===== config.mk =====
export PLATFORM = sky130hd
export DESIGN_NAME = mem_responder
export DESIGN_NICKNAME = d
export VERILOG_FILES = /design/src/rtl/mem_responder.sv
export SDC_FILE = /design/constraint.sdc
export NUM_CORES = 1
export LEC_CHECK = 0
export BUFFER_PORTS_ARGS = -buffer_cell sky130_fd_sc_hd__buf_2
export CAP_MARGIN = 10
export CORE_MARGIN = 10
export CORE_UTILIZATION = 50
export DETAILED_ROUTE_END_ITERATION = 8
export PLACE_DENSITY = 0.91
export SLEW_MARGIN = 20
export SYNTH_ARGS = -nofsm -noshare
export SYNTH_HDL_FRONTEND = slang
export SYNTH_SLANG_ARGS = --single-unit

===== constraint.sdc =====
create_clock -name clk -period 3.5 [get_ports clk]
set_clock_uncertainty 0.05 [all_clocks]
set_input_delay 0.7 -clock clk [delete_from_list [all_inputs] [get_ports clk]]
set_output_delay 0.7 -clock clk [all_outputs]
set_load 0.1 [all_outputs]

===== src/rtl/mem_responder.sv =====
// Memory-side responder: accepts one load/store at a time, inserts WAIT wait
// states, drives a single-port synchronous SRAM and returns formatted read data.
module mem_responder #(
  parameter int ADDR_W    = 32,
  parameter int MEM_WORDS = 1024,
  parameter int WAIT      = 2,
  localparam int AW       = $clog2(MEM_WORDS)
) (
  input  logic              clk,
  input  logic              rst,
  input  logic              req_valid,
  input  logic              req_we,
  input  logic [1:0]        req_size,
  input  logic              req_unsigned,
  input  logic [ADDR_W-1:0] req_addr,
  input  logic [31:0]       req_wdata,
  output logic              rsp_valid,
  output logic [31:0]       rsp_rdata,
  output logic              rsp_err,
  output logic              stall,
  output logic              mem_cs,
  output logic              mem_we,
  output logic [3:0]        mem_be,
  output logic [AW-1:0]     mem_addr,
  output logic [31:0]       mem_wdata,
  input  logic [31:0]       mem_rdata
);

  localparam logic [3:0] WAIT_CNT = 4'(WAIT);

  typedef enum logic [1:0] {
    ST_IDLE,
    ST_WAIT,
    ST_ACCESS,
    ST_CAPTURE
  } state_e;

  state_e        state_q, state_d;
  logic [3:0]    cnt_q, cnt_d;
  logic          we_q, we_d;
  logic [1:0]    size_q, size_d;
  logic          uns_q, uns_d;
  logic [1:0]    lane_q, lane_d;
  logic [AW-1:0] widx_q, widx_d;
  logic [31:0]   wdata_q, wdata_d;
  logic          rsp_valid_q, rsp_valid_d;
  logic          rsp_err_q, rsp_err_d;
  logic [31:0]   rsp_rdata_q, rsp_rdata_d;

  logic          req_err;
  logic [31:0]   shifted;
  logic [31:0]   fmt_rdata;
  logic [3:0]    be;
  logic [31:0]   rep_wdata;

  // Any address bit above the SRAM's byte range makes the access out of range.
  assign req_err = (req_size == 2'b11) ||
                   ((req_size == 2'b01) && req_addr[0]) ||
                   ((req_size == 2'b10) && (req_addr[1:0] != 2'b00)) ||
                   ((req_addr >> (AW + 2)) != '0);

  always_ff @(posedge clk or posedge rst) begin
    if (rst) begin
      state_q     <= ST_IDLE;
      cnt_q       <= '0;
      we_q        <= 1'b0;
      size_q      <= '0;
      uns_q       <= 1'b0;
      lane_q      <= '0;
      widx_q      <= '0;
      wdata_q     <= '0;
      rsp_valid_q <= 1'b0;
      rsp_err_q   <= 1'b0;
      rsp_rdata_q <= '0;
    end else begin
      state_q     <= state_d;
      cnt_q       <= cnt_d;
      we_q        <= we_d;
      size_q      <= size_d;
      uns_q       <= uns_d;
      lane_q      <= lane_d;
      widx_q      <= widx_d;
      wdata_q     <= wdata_d;
      rsp_valid_q <= rsp_valid_d;
      rsp_err_q   <= rsp_err_d;
      rsp_rdata_q <= rsp_rdata_d;
    end
  end

  always_comb begin
    state_d     = state_q;
    cnt_d       = cnt_q;
    we_d        = we_q;
    size_d      = size_q;
    uns_d       = uns_q;
    lane_d      = lane_q;
    widx_d      = widx_q;
    wdata_d     = wdata_q;
    rsp_valid_d = 1'b0;
    rsp_err_d   = 1'b0;
    rsp_rdata_d = rsp_rdata_q;
    case (state_q)
      ST_IDLE: begin
        if (req_valid) begin
          we_d    = req_we;
          size_d  = req_size;
          uns_d   = req_unsigned;
          lane_d  = req_addr[1:0];
          widx_d  = req_addr[AW+1:2];
          wdata_d = req_wdata;
          if (req_err) begin
            rsp_valid_d = 1'b1;
            rsp_err_d   = 1'b1;
            rsp_rdata_d = '0;
          end else if (WAIT == 0) begin
            state_d = ST_ACCESS;
          end else begin
            state_d = ST_WAIT;
            cnt_d   = WAIT_CNT;
          end
        end
      end
      ST_WAIT: begin
        cnt_d = cnt_q - 4'd1;
        if (cnt_q == 4'd1) state_d = ST_ACCESS;
      end
      ST_ACCESS: state_d = ST_CAPTURE;
      ST_CAPTURE: begin
        state_d     = ST_IDLE;
        rsp_valid_d = 1'b1;
        rsp_rdata_d = we_q ? 32'd0 : fmt_rdata;
      end
      default: state_d = ST_IDLE;
    endcase
  end

  // Right-align the addressed lane; halves are always on an even lane here.
  always_comb begin
    shifted = mem_rdata >> {lane_q, 3'b000};
    case (size_q)
      2'b00:   fmt_rdata = uns_q ? {24'd0, shifted[7:0]} : {{24{shifted[7]}}, shifted[7:0]};
      2'b01:   fmt_rdata = uns_q ? {16'd0, shifted[15:0]} : {{16{shifted[15]}}, shifted[15:0]};
      default: fmt_rdata = mem_rdata;
    endcase
  end

  always_comb begin
    case (size_q)
      2'b00: begin
        be        = 4'b0001 << lane_q;
        rep_wdata = {4{wdata_q[7:0]}};
      end
      2'b01: begin
        be        = lane_q[1] ? 4'b1100 : 4'b0011;
        rep_wdata = {2{wdata_q[15:0]}};
      end
      default: begin
        be        = 4'b1111;
        rep_wdata = wdata_q;
      end
    endcase
  end

  assign stall     = (state_q != ST_IDLE);
  assign mem_cs    = (state_q == ST_ACCESS);
  assign mem_we    = mem_cs & we_q;
  assign mem_be    = mem_cs ? be : 4'b0000;
  assign mem_addr  = mem_cs ? widx_q : '0;
  assign mem_wdata = mem_cs ? rep_wdata : 32'd0;
  assign rsp_valid = rsp_valid_q;
  assign rsp_err   = rsp_err_q;
  assign rsp_rdata = rsp_rdata_q;

endmodule

==> run summary <==
Global routing
• **global-route wire length before repair** 24300 microns
• **antenna violations before repair** 0
• **pin count of the biggest net entering global routing** 50
• **total overflow reported by the global router** 0
• **overall routing resource usage** 20.98%
• **number of global-route vias before repair** 4637

Finish
• **most frequent cells in the layout** buf_2, dfrtp_1, mux2_2, a22o_1, nand2_1
• **Antenna diodes** 0
• **most common cell after layout, fill and taps aside** buf_2
• **NumNets Final** 736
• **relative area change from synthesis to final layout** 27.14%
• **layout cell share with drive strength beyond 1** 46.84%
• **number of fillers in the final layout** 733

Synth
• **Synth async-reset ratio** 100.0%
• **largest family of logic cells by synthesized area** compound AO/OA/AOI/OAI gates
• **Netlist Area Pre-Place** 0.004858 sq mm
• **number of instances in the synthesized netlist** 457
• **Synth Area in Adders** 1.545%
• **number of synthesized flops with an enable pin** 0
• **Yosys top cell by area** dfrtp_1
• **#FFs+latches synth** 88
• **syn_area_per_cell** 10.63 sq um
• **share of synthesized cell area in and, or, nand and nor gates** 13.03%
• **Syn Nets** 566
• **count of warnings emitted by yosys** 0
• **compound-gate portion of the synthesized area** 18.52%
• **largest cells by area after synthesis** dfrtp_1, mux2_2, a22o_1
• **sequential-to-total area share from yosys stat** 45.33%
• **most common flop cell mapped by yosys** dfrtp_1
• **area share of xor/xnor cells in the synthesized design** 0%
• **mux share of post-synthesis cell area** 17.13%
• **number of distinct library cells after synthesis** 46
• **fraction of synthesized cell area taken by the top area cell type** 45.33%

Clock network
• **later-pin clock latency in the skew report** 360 ps
• **Num CTS Buffers** 9
• **CTS tree** yes
• **total clock sinks** 88
• **maximum level of the CTS H-tree** 3
• **Bufs on Longest Clock Path** 2
• **CTS-repair resized insts** 0
• **hold bufs inserted after CTS** 0
• **setup fix buffers added after clock tree synthesis** 0
• **Clock Pin Slew Worst Setup and Hold Paths** 100 ps
• **CTS root buf** clkbuf_8

Die
• **number of primary I/O pins** 186
• **Std-Cell Rows** 35
• **placeable core region** 0.009371 sq mm
• **initial cell density of the core** 51.84%
• **Die Outline Area** 0.01406 sq mm
• **floorplan die width** 118.6 microns
• **die height** 118.6 microns

Detailed routing
• **Residual DRC** 0
• **detail-routed net length per standard cell** 19.75 microns
• **average vias per placed instance** 5.539
• **Post-Route WL** 15030 microns
• **detailed-routing iteration count for the pre-antenna-repair pass** 5
• **initial detailed-routing violation count** 300
• **ANT nets after route** 0
• **total via count after detailed routing** 4215

Flow run
• **max cap viols** 0

STA
• **Tmin final** 3030 ps
• **pins over their slew limit** 0
• **worst-case headroom to the max-slew limit** 47.06%
• **Fin Setup TNS** 0 ps
• **final critical-path share of the clock period** 86.57%
• **Final setup violation count** 0
• **endpoints failing hold** 0
• **setup repair after global routing missed its margin** false
• **Max Clock Freq** 0.3300 GHz
• **slew at the pin closest to its max-slew limit** 794.1 ps
• **hold slack** 388.7 ps

Worst setup path
• **cell type of the slowest stage on the worst timing path** dfrtp_1
• **number of cells traversed by the worst register-to-register path** 5
• **crit end category** output pin
• **worst-path cell chain** clkinv_1 -> o21ai_0 -> a21boi_2 -> buf_2
• **critical setup path kind** reg -> out
• **number of buffer and inverter instances along the worst setup path** 2
• **kind of cell adding the most delay to the critical path** flip-flops
• **crit path launch type** flip-flop
• **crit-path max FO** 25
• **Worst path depth** 4
• **critical path data arrival time** 2280 ps
• **Critical Path Max Stage Delay** 770 ps
• **CP required** 2750 ps

Placed design
• **Detail Placement HPWL** 11690 microns
• **number of buffers inserted by port buffering** 185
• **routability cong.** 0.8215

Worst hold path
• **class of the tightest hold or removal check** in -> async

Run status
• **run status** completed

==> logic make-up (layout without fill, tap and decap cells) <==
| group | count (synthesis) | after routing |
|---|---|---|
| muxes | 76 | 76 |
| adders and majority gates | 6 | 6 |
| AOI/OAI and AO/OA | 122 | 122 |
| buffers and inverters | 51 | 226 |
| DFF | 88 | 88 |
| and+or+nand+nor | 114 | 114 |
==> worst paths after layout <==
kind / start / to / slack, ps
worst min register to register: widx_q[2] / widx_q[2] / 460
max in group asynchronous: rst / wdata_q[22] / 2290
worst max register to register: lane_q[1] / rsp_rdata[25] / 880
worst max-delay path: lane_q[0] / mem_be[2] / 470
worst min-delay path: rst / widx_q[5] / 390
min in group clk: widx_q[2] / widx_q[2] / 460
==> metal layers <==
metal  vias to the layer above  wire length (microns)  track usage (%)
li1                       1971                      -                -
met1                      2052                   5941            23.97
met2                       173                   7296            34.79
met3                        19                   1540            8.805
met4                         0                    249            6.718
met5                         -                      0                0
==> sequential cells by signal, indices dropped and copies added (netlist names) <==
signal / count
size_q: 2
wdata_q: 32
rsp_err: 1
uns_q: 1
rsp_valid: 1
lane_q: 2
rsp_rdata: 32
cnt_q: 4
we_q: 1
widx_q: 10
state_q: 2
==> synthesized netlist by cell type, types with 2 or more instances <==
cell / number
a221o_1: 7
ha_1: 6
inv_1: 17
o21ai_0: 28
mux2i_1: 19
dfrtp_1: 88
mux2_1: 2
nor4_1: 5
o21a_1: 2
nor2b_1: 10
a22o_1: 31
nand2_1: 30
and2_1: 27
a21boi_0: 10
o22ai_1: 2
nor2_1: 9
nor3_1: 2
o2bb2ai_1: 2
clkbuf_1: 18
a22oi_1: 7
and3b_1: 7
mux2_2: 55
nand2b_1: 19
buf_2: 11
a21oi_1: 21
buf_1: 2
==> layout make-up <==
type / count / area [sq um] / share of cell area [%]
clock buffers: 9 / 123.9 / 2.005
clock inverters: 7 / 125.1 / 2.026
inverters: 18 / 68.82 / 1.114
multi-input cells: 318 / 2504 / 40.53
flip-flops and latches: 88 / 2203 / 35.67
well taps: 129 / 161.4 / 2.613
repair buffers: 192 / 991.0 / 16.04
==> stage by stage <==
stage | instances | util, % | area, sq um | setup WS (ps)
final | 761 | 65.91 | 6177 | 470.0
after global routing | 761 | 65.91 | 6177 | 331.5
after CTS | 761 | 65.87 | 6173 | 452.9
after detailed placement | 745 | 63.22 | 5924 | 835.7
after global placement | 745 | 63.22 | 5924 | 882.6
after floorplan | 457 | - | 4916 | 155.8
Power is left out: the tool's default activity adds up to more than one toggle a clock period on the data nets, which glitch-free logic cannot reach.
